==> config.mk <==
export PLATFORM = sky130hd
export DESIGN_NAME = uart_rx_ctrl
export DESIGN_NICKNAME = d
export VERILOG_FILES = /design/src/rtl/uart_pkg.sv /design/src/rtl/uart_baud_tick.sv /design/src/rtl/uart_rx_ctrl.sv
export SDC_FILE = /design/constraint.sdc
export NUM_CORES = 1
export LEC_CHECK = 0
export ABC_AREA = 1
export ABC_CLOCK_PERIOD_IN_PS = 1800
export CAP_MARGIN = 20
export CELL_PAD_IN_SITES_DETAIL_PLACEMENT = 0
export CELL_PAD_IN_SITES_GLOBAL_PLACEMENT = 1
export CORE_MARGIN = 2
export CORE_UTILIZATION = 44
export DETAILED_ROUTE_END_ITERATION = 10
export PLACE_DENSITY_LB_ADDON = 0.25
export SLEW_MARGIN = 10
export SYNTH_ARGS = -nofsm -noshare
export SYNTH_HDL_FRONTEND = slang
export SYNTH_SLANG_ARGS = --single-unit
==> constraint.sdc <==
create_clock -name clk -period 1.8 [get_ports clk]
set_input_delay 0.54 -clock clk [delete_from_list [all_inputs] [get_ports clk]]
set_output_delay 0.54 -clock clk [all_outputs]
set_load 0.005 [all_outputs]
==> src/rtl/uart_pkg.sv <==
// Shared UART definitions: FSM state encodings, frame width and the
// parity helper used by both the Tx and Rx controllers.
package uart_pkg;

    localparam int DATA_BITS = 8;

    typedef enum logic [2:0] {
        S_IDLE   = 3'd0,
        S_START  = 3'd1,
        S_DATA   = 3'd2,
        S_PARITY = 3'd3,
        S_STOP   = 3'd4,
        S_DONE   = 3'd5
    } uart_state_t;

    // Parity bit that makes the frame even (odd = 0) or odd (odd = 1).
    function automatic logic parity_of(
        input logic [DATA_BITS-1:0] d,
        input logic                 odd
    );
        return (^d) ^ odd;
    endfunction

endpackage

==> src/rtl/uart_baud_tick.sv <==
// Bit-period counter with synchronous clear and half-bit / full-bit
// strobes; shared by the UART Tx and Rx controllers.
module uart_baud_tick #(
    parameter int CLKS_PER_BIT = 434
) (
    input  logic clk,
    input  logic n_rst,
    input  logic i_clr,
    output logic o_end_half,
    output logic o_end_bit
);

    localparam int CW = (CLKS_PER_BIT > 1) ? $clog2(CLKS_PER_BIT) : 1;
    localparam logic [CW-1:0] HALF = CW'(CLKS_PER_BIT / 2 - 1);
    localparam logic [CW-1:0] LAST = CW'(CLKS_PER_BIT - 1);

    logic [CW-1:0] r_cnt;

    assign o_end_half = (r_cnt == HALF);
    assign o_end_bit  = (r_cnt == LAST);

    // Wraps at the end of each bit so consecutive bits need no clear.
    always_ff @(posedge clk or posedge n_rst) begin
        if (n_rst) begin
            r_cnt <= '0;
        end else if (i_clr || o_end_bit) begin
            r_cnt <= '0;
        end else begin
            r_cnt <= r_cnt + CW'(1);
        end
    end

endmodule

==> src/rtl/uart_rx_ctrl.sv <==
// UART receiver for 8 data bits, one parity bit and one stop bit,
// sampling each bit at its centre.
module uart_rx_ctrl
    import uart_pkg::*;
#(
    parameter int CLKS_PER_BIT = 434,
    parameter bit PARITY_ODD   = 1'b0
) (
    input  logic       clk,
    input  logic       n_rst,
    input  logic       rx,
    output logic [7:0] rx_data,
    output logic       rx_done,
    output logic       parity_err,
    output logic       frame_err,
    output logic       rx_busy
);

    uart_state_t r_state;
    uart_state_t w_next;

    logic [1:0]           r_sync;
    logic                 r_prev;
    logic [DATA_BITS-1:0] r_sr;
    logic [2:0]           r_idx;
    logic                 r_par;
    logic [7:0]           r_data;
    logic                 r_perr;
    logic                 r_ferr;

    logic w_rx_s;
    logic w_fall;
    logic w_clr;
    logic w_end_half;
    logic w_end_bit;

    assign w_rx_s = r_sync[1];
    assign w_fall = r_prev & ~w_rx_s;
    assign w_clr  = (w_next != r_state);

    uart_baud_tick #(
        .CLKS_PER_BIT(CLKS_PER_BIT)
    ) u_tick (
        .clk       (clk),
        .n_rst     (n_rst),
        .i_clr     (w_clr),
        .o_end_half(w_end_half),
        .o_end_bit (w_end_bit)
    );

    always_ff @(posedge clk or posedge n_rst) begin
        if (n_rst) begin
            r_sync <= 2'b11;
            r_prev <= 1'b1;
        end else begin
            r_sync <= {r_sync[0], rx};
            r_prev <= w_rx_s;
        end
    end

    always_ff @(posedge clk or posedge n_rst) begin
        if (n_rst) begin
            r_state <= S_IDLE;
        end else begin
            r_state <= w_next;
        end
    end

    always_comb begin
        w_next  = r_state;
        rx_busy = 1'b0;
        rx_done = 1'b0;
        case (r_state)
            S_IDLE: begin
                if (w_fall) w_next = S_START;
            end
            S_START: begin
                rx_busy = 1'b1;
                if (w_end_half) w_next = w_rx_s ? S_IDLE : S_DATA;
            end
            S_DATA: begin
                rx_busy = 1'b1;
                if (w_end_bit && r_idx == 3'(DATA_BITS - 1))
                    w_next = S_PARITY;
            end
            S_PARITY: begin
                rx_busy = 1'b1;
                if (w_end_bit) w_next = S_STOP;
            end
            S_STOP: begin
                rx_busy = 1'b1;
                if (w_end_bit) w_next = S_DONE;
            end
            S_DONE: begin
                rx_done = 1'b1;
                w_next  = S_IDLE;
            end
            default: w_next = S_IDLE;
        endcase
    end

    always_ff @(posedge clk or posedge n_rst) begin
        if (n_rst) begin
            r_sr  <= '0;
            r_idx <= '0;
            r_par <= 1'b0;
        end else begin
            if (r_state == S_START) r_idx <= '0;
            if (r_state == S_DATA && w_end_bit) begin
                r_sr  <= {w_rx_s, r_sr[DATA_BITS-1:1]};
                r_idx <= r_idx + 3'd1;
            end
            if (r_state == S_PARITY && w_end_bit) r_par <= w_rx_s;
        end
    end

    // Results load on the stop-bit sample so they are valid during DONE.
    always_ff @(posedge clk or posedge n_rst) begin
        if (n_rst) begin
            r_data <= 8'h00;
            r_perr <= 1'b0;
            r_ferr <= 1'b0;
        end else if (r_state == S_STOP && w_end_bit) begin
            r_data <= r_sr;
            r_perr <= parity_of(r_sr, PARITY_ODD) ^ r_par;
            r_ferr <= ~w_rx_s;
        end
    end

    assign rx_data    = r_data;
    assign parity_err = r_perr;
    assign frame_err  = r_ferr;

endmodule

==> summary.md, run 1 <==
| Metric | Value |
|---|---|
| Result of the run | finished clean |
| H-tree depth reported by CTS | 2 |
| Portion of synthesized cell area occupied by the leading cell type | 0.464 |
| Vias in the first global route | around 1500 |
| Switching power share of the total | 0.264 |
| Cells on worst reg2reg path | 11 |
| Overall routing resource usage | 0.178 |
| Hold path depth | 0 |
| Most frequent cells in the layout | 57 x nand2_1, 34 x dfrtp_1, 18 x inv_1 |
| Crit path time final | 1740 ps |
| Syn Std Cell Area | between 1500 and 2000 um^2 |
| Unique masters post-synth | 25 |
| Post-detailed-route count of antenna-violating nets | 0 |
| Skew final | between 5 and 6 ps |
| Cells after synthesis | 200 |
| Starting Density | 0.458 |
| Gpl congestion | 0.803 |
| CTS tree | built |
| Synth area leader | dfrtp_1 |
| Worst slew margin | 0.741 |
| Clock power share | 0.371 |
| Wire length of the first global-routing pass | around 6200 um |
| Synthesized netlist net count | around 210 |
| Type of the worst setup path | flop to primary output |
| Overall die height | between 60 and 70 um |
| Actual slew at the worst max-slew pin | slightly below 400 ps |
| Total power consumption of the routed design | between 0.0015 and 0.002 W |
| Worst hold path type | flop to flop |
| Number of vias after detailed routing | approximately 1400 |
| Count of inserted antenna diode cells | 0 |
| Congestion Overflow GR | 0 |
| Via-to-Cell Ratio | between 4 and 5 |
| Arrival time at the worst endpoint | about 1200 ps |
| Area growth syn-to-layout | 24.7% |
| Register share of total power | 0.464 |
| Mean instance size in the synthesized netlist | 9.16 um^2 |
| Root Buffer Master | clkbuf_8 |
| Buffers from clock root to sink, at most | 2 |
| Count of fill cells added during filler insertion | approximately 350 |
| Instance area after placement | about 2100 um^2 |
| Cts-stage hold buffer count | 0 |
| Fraction of final layout cells sized beyond drive strength 1 | 0.274 |
| Share of power burned in combinational logic | 0.165 |
| Crit-path max FO | 4 |
| Number of nets in the finished design | between 200 and 250 |
| Final standard cell count with taps included and fillers excluded | ~280 |
| Most common cell after layout, fill and taps aside | nand2_1 |
| Hpwl dp | approximately 2500 um |
| Endpoints failing setup | 0 |
| DRC errors left | 0 |
| Clock tree sinks | 37 |
| Most area-consuming cells after synthesis | dfrtp_1 46%, nand2_1 12%, dfstp_2 4.3% |
| Drt first-iter violations | 37 |
| Drt pass-1 iters | 4 |
| Num rows | 23 |
| Wire per inst | 12.5 um |
| Number of buffers created by CTS | 5 |
| Final core utilization | 0.571 |
| Maximum clock rate | about 570 MHz |
| Cell internal power dissipation | 0.00146 W |
| Number of antenna violations at the first check in global routing | 0 |
| Startpoint kind of the worst setup timing path | flop |
| Largest net degree at the start of global routing | 38 |
| Unrepaired setup endpoints after global routing | yes |
| Total detailed-routing wirelength | approximately 3500 um |
| Total Die Area | 4690 um^2 |
| Cell area after layout | between 2000 and 2500 um^2 |
| X dimension of the die | slightly below 70 um |
| # port buffers | 14 |
| Number of pins with negative max-slew slack in the final report | 0 |
| Nature of the critical path endpoint | primary output |
| Leakage | about 1.1 nW |
| Placed instance count | about 270 |
| Number of max-capacitance violations reported | 0 |
| Clock slew seen by the registers of the worst setup and hold paths | roughly 80 ps |
| Synth warn | 0 |
| Count of pins on the block boundary | 15 |
| VDD IR-drop max | about 0.49 mV |
| Power density normalized to cell area | approximately 870 nW/um^2 |
| Tcrit/Tclk final | 0.967 |
| Multi-input gate area in the final layout | around 840 um^2 |
| Required time at the worst-slack endpoint | 1260 ps |
| Flip-flop and latch area | 930 um^2 |
| Proportion of synthesized chip area in sequential cells | 0.508 |
| Floorplan Core Area | 4000 um^2 |
| Switching power total | ~0.00053 W |
| Number of failing hold endpoints at the final stage | 0 |
| Number of synthesized register bits | 37 |
| Clock latency reported for the late side of the worst-skew pair | about 280 ps |
state kept, by name, indices dropped and copies added (netlist names):
signal / cells
r_prev: 1
r_sr: 8
r_sync: 2
frame_err: 1
rx_data: 8
r_state: 3
u_tick.r_cnt: 9
parity_err: 1
r_par: 1
r_idx: 3
metrics by stage:
stage / worst slack (ps) / TNS, ps / hold WS [ps]
floorplan: 280 / 0 / 345
global placement: 3.90 / 0 / 347
detailed placement: -97.4 / -97.4 / 348
CTS: 34.5 / 0 / 359
global route: -35.4 / -106 / 362
finish: 58.6 / 0 / 358
logic make-up (layout without fill, tap and decap cells):
group | Yosys count | in the layout | share of synthesized area
simple gates | 105 | 106 | 0.305
flops | 37 | 37 | 0.508
buf+inv | 27 | 60 | 0.0560
compound gates | 15 | 15 | 0.0451
xor+xnor | 11 | 11 | 0.0526
fa+ha+maj | 5 | 5 | 0.0342
synthesized netlist by cell type (all sizes together):
cell     n
nand2   68
dfrtp   34
inv     25
nor2    20
o21ai   13
nand3    8
xor2     6
ha       5
xnor2    5
nor3     4
dfstp    3
a22o     2
nand3b   2
nand4    2
buf      1
clkbuf   1
or2      1
layout make-up:
class                      count  share of cell area
sequential                    37               0.407
multi-input combinational    137               0.367
timing repair buffer          27               0.105
inverter                      25              0.0411
clock buffer                   6              0.0362
tap                           50              0.0274
clock inverter                 2              0.0164
layer usage:
layer	routed length [um]	vias to the layer above	share of wire	GRT usage
li1	-	684	-	-
met1	1510	654	0.43	0.197
met2	1910	17	0.54	0.327
met3	85	4	0.024	0.0390
met4	40	0	0.011	0.0750
met5	0	-	0	0
power groups by stage:
stage	sequential [W]	combinational, W	clock [W]
detailed placement	0.000940	0.000316	0
CTS	0.000924	0.000318	0.000761
finish	0.000923	0.000328	0.000738
global placement	0.000935	0.000305	0
floorplan	0.000930	0.000234	0
global route	0.000932	0.000371	0.000791
what timing repair did:
item / 4_1_cts / 5_1_grt
gates cloned: 0 / 1
pin swaps: 1 / 2
setup buffers: 2 / 0
resized for setup: 11 / 4
endpoints found under the setup margin: 2 / 10
worst max-delay path, cell delays in order, from the launching register on:
cell     delay, ps
dfrtp_1        430
nor3_2         220
inv_1           90
nand3_1         70
buf_2          110
final timing paths:
check / end / slack (ps) / startpoint
worst max-delay path: rx_busy / 60 / r_state[1]$_DFF_PP0_
max in group asynchronous: r_prev$_DFF_PP1_ / 940 / n_rst
worst min-delay path: r_sync[1]$_DFF_PP1_ / 360 / r_sync[0]$_DFF_PP1_
min in group asynchronous: r_state[0]$_DFF_PP0_ / 610 / n_rst
worst min register to register: r_sync[1]$_DFF_PP1_ / 360 / r_sync[0]$_DFF_PP1_
worst max register to register: u_tick.r_cnt[2]$_DFF_PP0_ / 110 / r_state[2]$_DFF_PP0_
(Power assumes the default switching activity.)
==> run 2, diff against run 1 <==
Settings changed: SETUP_SLACK_MARGIN set to 0.1, SLEW_MARGIN 10 to unset.
==> summary.md, run 2 (synthesis gave the netlist of run 1 again) <==
| Metric | Value |
|---|---|
| Result of the run | finished clean |
| Hold path depth | 0 (unchanged) |
| Wire length of the first global-routing pass | 6280 um (+1.3%) |
| Cell internal power dissipation | 0.00153 W (+4.4%) |
| Arrival time at the worst endpoint | 1170 ps (-30 ps) |
| Clock slew seen by the registers of the worst setup and hold paths | 80 ps (about the same) |
| Number of vias after detailed routing | 1380 (+1.5%) |
| Worst slew margin | 0.803 (+0.0624) |
| Num rows | 23 (unchanged) |
| Placed instance count | 273 (unchanged) |
| Hpwl dp | 2520 um (unchanged) |
| WHS | 358 ps (-0.467 ps) |
| Overall routing resource usage | 0.181 (+0.00278) |
| Most common cell after layout, fill and taps aside | nand2_1 |
| Most frequent cells in the layout | 55 x nand2_1, 32 x dfrtp_1, 17 x buf_4 |
| Multi-input gate area in the final layout | 898 um^2 (+7.3%) |
| Cts-stage hold buffer count | 0 (unchanged) |
| Number of antenna violations at the first check in global routing | 0 (unchanged) |
| Number of nets in the finished design | 246 (+2.1%) |
| Count of pins on the block boundary | 15 (unchanged) |
| Sink of the worst hold path | r_sync[1]$_DFF_PP1_ |
| Cell repeated most along the worst path | inv_2 |
| Register share of total power | 0.444 (-0.020) |
| Clock power share | 0.351 (-0.020) |
| Worst hold path type | flop to flop |
| Buffers from clock root to sink, at most | 2 (unchanged) |
| Required time at the worst-slack endpoint | 1260 ps (about the same) |
| Gpl congestion | 0.803 (unchanged) |
| Total detailed-routing wirelength | 3660 um (+3.4%) |
| Slowest cell on the critical path | dfrtp_2 |
| Switching power share of the total | 0.272 (+0.00809) |
| Max FFs per register | 9 (unchanged) |
| Largest net degree at the start of global routing | 38 (unchanged) |
| Congestion Overflow GR | 0 (unchanged) |
| Clock latency reported for the late side of the worst-skew pair | 280 ps (about the same) |
| Startpoint of the lowest-slack hold path | r_sync[0]$_DFF_PP1_ |
| Wire per inst | 12.7 um (+1.6%) |
| Clock tree sinks | 37 (unchanged) |
| Total Die Area | 4690 um^2 (unchanged) |
| Maximum clock rate | 583 MHz (+1.5%) |
| Flip-flop and latch area | 932 um^2 (+0.27%) |
| Power density normalized to cell area | 875 nW/um^2 (+0.48%) |
| Area growth syn-to-layout | 31.0% |
| Drt pass-1 iters | 4 (unchanged) |
| Largest register by flop count | u_tick.r_cnt |
| Number of max-capacitance violations reported | 0 (unchanged) |
| Leakage | 1.29 nW (+15%) |
| DRC errors left | 0 (unchanged) |
| Drt first-iter violations | 54 (+46%) |
| Switching power total | 0.000571 W (+8.8%) |
| Number of buffers created by CTS | 5 (unchanged) |
| Crit path time final | 1710 ps (-26.4 ps) |
| Startpoint of the worst register-to-register path | r_state[2]$_DFF_PP0_ |
| Startpoint kind of the worst setup timing path | flop |
| Unrepaired setup endpoints after global routing | yes |
| Endpoints failing setup | 0 (unchanged) |
| Cell breakdown of the critical path | inv_2 > nand2_4 > nor2_4 > inv_2 > nand3_2 > buf_2 |
| Root Buffer Master | clkbuf_8 |
| Worst reg-to-reg setup slack | 160 ps (+50 ps) |
| Type of the worst setup path | flop to primary output |
| Crit-path max FO | 4 (unchanged) |
| CTS tree | built |
| Number of pins with negative max-slew slack in the final report | 0 (unchanged) |
| Starting Density | 0.458 (unchanged) |
| Share of power burned in combinational logic | 0.204 (+0.039) |
| Actual slew at the worst max-slew pin | 293 ps (-94.4 ps) |
| Count of fill cells added during filler insertion | 342 (-3.1%) |
| # port buffers | 14 (unchanged) |
| Via-to-Cell Ratio | 4.78 (-0.21%) |
| Skew final | 5.22 ps (-0.664 ps) |
| Nature of the critical path endpoint | primary output |
| Final core utilization | 0.600 (+0.0291) |
| Overall die height | 68.5 um (unchanged) |
| Tcrit/Tclk final | 0.953 (-0.0147) |
| Count of inserted antenna diode cells | 0 (unchanged) |
| X dimension of the die | 68.5 um (unchanged) |
| VDD IR-drop max | 0.487 mV (about the same) |
| Longest individual stage delay on the worst path | 460 ps (+30 ps) |
| Cells on worst reg2reg path | 11 (unchanged) |
| Number of failing hold endpoints at the final stage | 0 (unchanged) |
| Capture point of the worst reg-to-reg path | u_tick.r_cnt[7]$_DFF_PP0_ |
| Fraction of final layout cells sized beyond drive strength 1 | 0.343 (+0.0696) |
| Floorplan Core Area | 4000 um^2 (unchanged) |
| H-tree depth reported by CTS | 2 (unchanged) |
| Post-detailed-route count of antenna-violating nets | 0 (unchanged) |
| Vias in the first global route | 1490 (+1.0%) |
| Final standard cell count with taps included and fillers excluded | 289 (+1.8%) |
==> run 2: power groups by stage <==
stage               clock network (W)  logic (W)  registers (W)
floorplan                           0   0.000234       0.000930
CTS                          0.000761   0.000325       0.000924
global route                 0.000791   0.000478       0.000939
global placement                    0   0.000305       0.000935
finish                       0.000738   0.000429       0.000933
detailed placement                  0   0.000316       0.000940
==> run 2: cell type report <==
type                            instances  area share
Multi-Input combinational cell        137       0.374
Clock inverter                          2      0.0156
Inverter                               25      0.0391
Clock buffer                            6      0.0344
Tap cell                               50      0.0261
Timing Repair Buffer                   32       0.122
Sequential cell                        37       0.388
==> run 2: stage by stage <==
stage	area (um^2)	total power [W]	setup TNS, ps	worst slack [ps]
floorplan	1830	0.00116	0	280
global placement	2120	0.00124	0	3.90
detailed placement	2120	0.00126	-97.4	-97.4
CTS	2260	0.00201	0	42.2
global route	2400	0.00221	-13.5	-13.5
finish	2400	0.00210	0	85.0
==> run 2: timing repair <==
action,4_1_cts,5_1_grt
pin swaps,4,6
gates cloned,1,0
endpoints found under the setup margin,5,27
resized for setup,13,29
setup buffers,2,5
==> run 2: critical path, delay by kind of cell (launching register included) <==
| family | cells | cell delay (ps) |
|---|---|---|
| flops | 1 | 460 |
| buf+inv | 3 | 230 |
| simple gates | 3 | 200 |
==> run 2: layer usage <==
layer | routed length, um | up-vias | GRT usage
li1 | - | 697 | -
met3 | 99 | 6 | 0.0390
met4 | 58 | 0 | 0.0750
met2 | 2000 | 19 | 0.332
met5 | 0 | - | 0
met1 | 1500 | 658 | 0.201
==> run 2: worst max-delay path by stage <==
stage,start,to,slack [ps]
finish,r_state[1]$_DFF_PP0_,rx_busy,90
global route,r_state[0]$_DFF_PP0_,rx_busy,-10
floorplan,u_tick.r_cnt[1]$_DFF_PP0_,u_tick.r_cnt[0]$_DFF_PP0_,280
CTS,r_state[0]$_DFF_PP0_,rx_busy,40
global placement,r_state[1]$_DFF_PP0_,rx_busy,4
detailed placement,r_state[1]$_DFF_PP0_,rx_busy,-100
==> run 3, diff against run 2 <==
Settings changed: PLACE_DENSITY_LB_ADDON 0.25 to 0.1.
==> summary.md, run 3 (synthesis gave the netlist of run 1 again) <==
| Metric | Value |
|---|---|
| Result of the run | finished clean |
| Area growth syn-to-layout | 34.1% |
| Congestion Overflow GR | 0 (unchanged) |
| Worst slew margin | 0.806 (+0.00253) |
| Number of max-capacitance violations reported | 0 (unchanged) |
| Number of pins with negative max-slew slack in the final report | 0 (unchanged) |
| Count of pins on the block boundary | 15 (unchanged) |
| Worst hold path type | flop to flop |
| Leakage | 1.29 nW (-0.23%) |
| Power density normalized to cell area | 896 nW/um^2 (+2.4%) |
| Number of vias after detailed routing | 1402 (+1.6%) |
| Crit path time final | 1780 ps (+60.1 ps) |
| Total detailed-routing wirelength | 3780 um (+3.0%) |
| Drt first-iter violations | 34 (-37%) |
| Clock latency reported for the late side of the worst-skew pair | 290 ps (about the same) |
| H-tree depth reported by CTS | 2 (unchanged) |
| Largest register by flop count | u_tick.r_cnt |
| Post-detailed-route count of antenna-violating nets | 0 (unchanged) |
| Max FFs per register | 9 (unchanged) |
| Count of inserted antenna diode cells | 0 (unchanged) |
| Cts-stage hold buffer count | 0 (unchanged) |
| Maximum clock rate | 563 MHz (-3.4%) |
| Number of buffers created by CTS | 5 (unchanged) |
| Skew final | 7.93 ps (+2.71 ps) |
| CTS tree | built |
| Wire length of the first global-routing pass | 6120 um (-2.5%) |
| Number of nets in the finished design | 250 (+1.6%) |
| Starting Density | 0.458 (unchanged) |
| Cell breakdown of the critical path | buf_6 > inv_4 > nand2_4 > nor2_4 > inv_2 > nand3_2 > buf_2 |
| Overall routing resource usage | 0.183 (+0.00170) |
| Hpwl dp | 2510 um (-0.28%) |
| # port buffers | 14 (unchanged) |
| Root Buffer Master | clkbuf_8 |
| Tcrit/Tclk final | 0.986 (+0.0334) |
| Arrival time at the worst endpoint | 1240 ps (+70 ps) |
| Actual slew at the worst max-slew pin | 290 ps (-2.61 ps) |
| Required time at the worst-slack endpoint | 1260 ps (about the same) |
| Crit-path max FO | 2 (-2) |
| Type of the worst setup path | flop to primary output |
| Clock slew seen by the registers of the worst setup and hold paths | 80 ps (about the same) |
| WHS | 360 ps (+1.71 ps) |
| Nature of the critical path endpoint | primary output |
| Clock tree sinks | 37 (unchanged) |
| VDD IR-drop max | 0.695 mV (+43%) |
| Slowest cell on the critical path | dfrtp_1 |
| Buffers from clock root to sink, at most | 2 (unchanged) |
| Overall die height | 68.5 um (unchanged) |
| Endpoints failing setup | 0 (unchanged) |
| Vias in the first global route | 1328 (-11%) |
| Longest individual stage delay on the worst path | 400 ps (-60 ps) |
| Num rows | 23 (unchanged) |
| Fraction of final layout cells sized beyond drive strength 1 | 0.362 (+0.0190) |
| Unrepaired setup endpoints after global routing | yes |
| Largest net degree at the start of global routing | 38 (unchanged) |
| Floorplan Core Area | 4000 um^2 (unchanged) |
| Number of antenna violations at the first check in global routing | 0 (unchanged) |
| Total power consumption of the routed design | 0.00220 W (+4.8%) |
| X dimension of the die | 68.5 um (unchanged) |
| Gpl congestion | 0.849 (+5.6%) |
| Number of failing hold endpoints at the final stage | 0 (unchanged) |
| DRC errors left | 0 (unchanged) |
| Startpoint kind of the worst setup timing path | flop |
| Drt pass-1 iters | 4 (unchanged) |
| Total Die Area | 4690 um^2 (unchanged) |
| Most frequent cells in the layout | 53 x nand2_1, 34 x dfrtp_1, 20 x buf_4 |
| Via-to-Cell Ratio | 4.78 (+0.21%) |
| Most common cell after layout, fill and taps aside | nand2_1 |
| Wire per inst | 12.9 um (+1.6%) |
[run 3: changes by cell type in the layout (fill, tap and decap cells not counted), sizes merged]
cell,previous run,this run
inv,25,24
dlygate4sd2,2,7
clkinvlp,1,2
clkdlybuf4s50,3,2
dlymetal6s2s,7,3
buf,20,24
[run 3: worst paths after layout]
path	startpoint	endpoint	slack (ps)	depth (start not counted)
worst min-delay path	r_sync[0]$_DFF_PP1_	r_sync[1]$_DFF_PP1_	360	0
worst max-delay path	r_state[1]$_DFF_PP0_	rx_busy	20	7
max in group asynchronous	n_rst	r_sync[1]$_DFF_PP1_	950	3
worst max register to register	u_tick.r_cnt[1]$_DFF_PP0_	u_tick.r_cnt[0]$_DFF_PP0_	110	10
min in group asynchronous	n_rst	u_tick.r_cnt[8]$_DFF_PP0_	600	3
worst min register to register	r_sync[0]$_DFF_PP1_	r_sync[1]$_DFF_PP1_	360	0
[run 3: area by class of cell]
class	instances	area [um^2]
repair buffers	36	310
flip-flops and latches	37	930
well taps	50	62.6
clock buffers	6	82.6
multi-input cells	137	931
inverters	25	103
clock inverters	2	37.5
fillers	346	1540
[run 3: power by group]
group,total [W],switching [W],internal [W]
Combinational,0.000517,0.000280,0.000237
Sequential,0.000929,0.0000485,0.000881
Clock,0.000755,0.000305,0.000450
Total,0.00220,0.000632,0.00157
[run 3: stage by stage]
| stage | instances | util | setup WS [ps] | setup TNS (ps) | area [um^2] |
|---|---|---|---|---|---|
| floorplan | 200 | - | 280 | 0 | 1830 |
| global placement | 273 | 0.530 | 4.80 | 0 | 2120 |
| detailed placement | 273 | 0.530 | -72.4 | -72.4 | 2120 |
| CTS | 291 | 0.584 | -11.0 | -11.0 | 2340 |
| global route | 293 | 0.614 | -63.4 | -63.4 | 2460 |
| finish | 293 | 0.614 | 24.9 | 0 | 2460 |
[run 3: per-layer routing]
metal,global-route usage,vias to the layer above,part of all wire
met2,0.286,18,0.48
met4,0.0750,0,0.017
li1,-,703,-
met3,0.0503,6,0.033
met5,0,-,0
met1,0.239,675,0.47
[run 3: critical path, delay by kind of cell (launching register included)]
kind / cells / cell delay [ps]
flip-flops: 1 / 400
AND/OR/NAND/NOR: 3 / 200
buffers and inverters: 4 / 340
[run 3: what timing repair did]
action	CTS	global route
endpoints found under the setup margin	18	22
pin swaps	9	18
gates resized for setup	26	26
cloned	1	0
endpoints found under the hold margin	0	0
buffers inserted	10	3
==> variant (config.mk and constraints of run 2) <==
Re-encode `uart_state_t` (6 states) as one-hot, 6 bits wide.
--- a/src/rtl/uart_pkg.sv
+++ b/src/rtl/uart_pkg.sv
@@ -4,13 +4,13 @@
 
     localparam int DATA_BITS = 8;
 
-    typedef enum logic [2:0] {
-        S_IDLE   = 3'd0,
-        S_START  = 3'd1,
-        S_DATA   = 3'd2,
-        S_PARITY = 3'd3,
-        S_STOP   = 3'd4,
-        S_DONE   = 3'd5
+    typedef enum logic [5:0] {
+        S_IDLE   = 6'b000001,
+        S_START  = 6'b000010,
+        S_DATA   = 6'b000100,
+        S_PARITY = 6'b001000,
+        S_STOP   = 6'b010000,
+        S_DONE   = 6'b100000
     } uart_state_t;
 
     // Parity bit that makes the frame even (odd = 0) or odd (odd = 1).
Formal check against the unedited RTL: same outputs for any inputs over 10 cycles, from zero or initial values and one cycle with n_rst high; not proved beyond that.
==> variant against run 2 <==
  * The run now ends with negative setup slack left
  * First-iteration DRC count is 110% higher
  * Routed wire length is 11% higher
  * Synthesized area is 13% higher
  * Design area is 14% higher
  * Sequential power is 7% higher
  * Worst setup slack worse by 0.17 ns
  * Register-to-register slack worse by 0.19 ns
  * Sequential cell count is 3 higher
  * Power is 2.0% lower
  * Die area is 13% higher
  * Highest routed layer unchanged
==> variant: results (changes against run 2) <==
* Seq/Total Area, Yosys at 0.485 (-0.0229)
* Final setup viols at 3 (+3)
* Worst slack, placed at -0.158 ns (-0.0603 ns)
* Vias in the first global route at 1626 (+9.1%)
* Worst path top cell family by delay: simple AND/OR/NAND/NOR gates
* Critical Path Source: r_state[3]
* GPL Wtd Cong at 0.788 (-1.9%)
* Max reg flops at 9 (unchanged)
* Wirelength per Cell at 12.2 um (-3.8%)
* Largest net degree at the start of global routing at 41 (+7.9%)
* Setup TNS at -0.144 ns (-0.144 ns)
* Slowest CP cell: dfrtp_1
* Outcome: finished, violations left
* Clock skew at 0.0119 ns (+0.00669 ns)
* Die Wd at 72.7 um (+6.1%)
* Synth unique cells at 29 (+16%)
* NumNets Final at 287 (+17%)
* Pleak at 0.00150 uW (+16%)
* Worst VDD drop at 0.577 mV (+18%)
* Setup WS post-layout at -0.0889 ns (-0.174 ns)
* Initial DRC count at 114 (+110%)
* Reg with most FFs: u_tick.r_cnt
* Rel. slew slack at 0.834 (+0.0313)
* Global-route wire length before repair at 7250 um (+15%)
* Synth cell count leaders: 55 x nand2_1, 36 x dfrtp_1, 24 x inv_1
* Vias per cell at 4.73 (-0.84%)
* R2r setup slk at -0.03 ns (-0.19 ns)
* Share of layout cells above drive strength 1 at 0.346 (+0.00333)
* Clk_lat worst skew at 0.30 ns (+0.02 ns)
* Worst R2R Path Depth at 14 (+3)
* Num CTS Buffers at 5 (unchanged)
* DP Wirelength at 2610 um (+3.9%)
* Critical Path Max Stage Delay at 0.43 ns (-0.03 ns)
* Failing checks: negative setup slack
* Largest cells by area after synthesis: dfrtp_1 43%, nand2_1 9.9%, dfstp_2 5.1%
* Crit path DAT at 1.35 ns (+0.18 ns)
* Syn Nets at 232 (+12%)
* R2r endpoint: r_par
* CTS max path bufs at 2 (unchanged)
* Crit-path max FO at 3 (-1)
* All-Layer GR Usage at 0.181 (-0.000467)
-- variant: changes by cell type in the layout (fill, tap and decap cells not counted), moves of 4 or more --
cell / before / now
inv_1: 14 / 22
nor2_2: 10 / 3
nor2_1: 5 / 15
nand2_4: 7 / 3
buf_6: 0 / 9
buf_4: 17 / 25
nand3_1: 4 / 10
o21ai_2: 0 / 11
inv_2: 11 / 5
nor2_4: 4 / 8
nand2_1: 55 / 51
-- variant: how the worst min path moves through the flow --
stage	slack, ns	cells past startpoint	to	startpoint
after floorplan	0.35	0	r_sync[1]	r_sync[0]
after global placement	0.35	0	r_sync[1]	r_sync[0]
after detailed placement	0.35	0	r_sync[1]	r_sync[0]
after CTS	0.36	0	r_sync[1]	r_sync[0]
after global routing	0.36	0	r_sync[1]	r_sync[0]
final	0.36	0	r_sync[1]	r_sync[0]
-- variant: power by group --
| group | switching [uW] | leakage (uW) | internal, uW |
|---|---|---|---|
| combinational | 226 | 0.000903 | 177 |
| clock | 305 | 0.0000515 | 350 |
| sequential | 47.5 | 0.000541 | 953 |
| total | 579 | 0.00150 | 1480 |
-- variant: metrics by stage --
stage           util  instance area, um^2  power (uW)  instances
5_1_grt        0.618                 2750        2180        332
4_1_cts        0.588                 2610        2060        324
2_1_floorplan      -                 2080        1260        224
3_3_place_gp   0.537                 2390        1390        304
6_report       0.618                 2750        2060        332
3_5_place_dp   0.537                 2390        1390        304
-- variant: cell type report --
class / instances / area [um^2]
fill: 386 / 1700
sequential: 40 / 1010
multi-input combinational: 152 / 983
timing repair buffer: 50 / 473
inverter: 30 / 118
clock buffer: 8 / 100
tap: 52 / 65.1
-- variant: what timing repair did --
action	4_1_cts	5_1_grt
hold buffers	0	0
gates resized for setup	28	19
endpoints found under the setup margin	6	18
pin swaps	8	8
setup buffers	12	8
-- variant: kinds of logic (layout without fill, tap and decap cells) --
logic type,Yosys count,in the layout,share of synthesized area
AOI/OAI and AO/OA,26,26,0.0832
xor gates and xnor gates,12,12,0.0506
adders and majority gates,5,5,0.0301
buffers and inverters,32,88,0.0681
DFF,40,40,0.485
and+or+nand+nor,109,109,0.283
-- variant: layer usage --
layer	GRT usage	wire length, um
met5	0	0
met1	0.229	1890
met2	0.289	1920
met4	0.0802	110
met3	0.0497	133
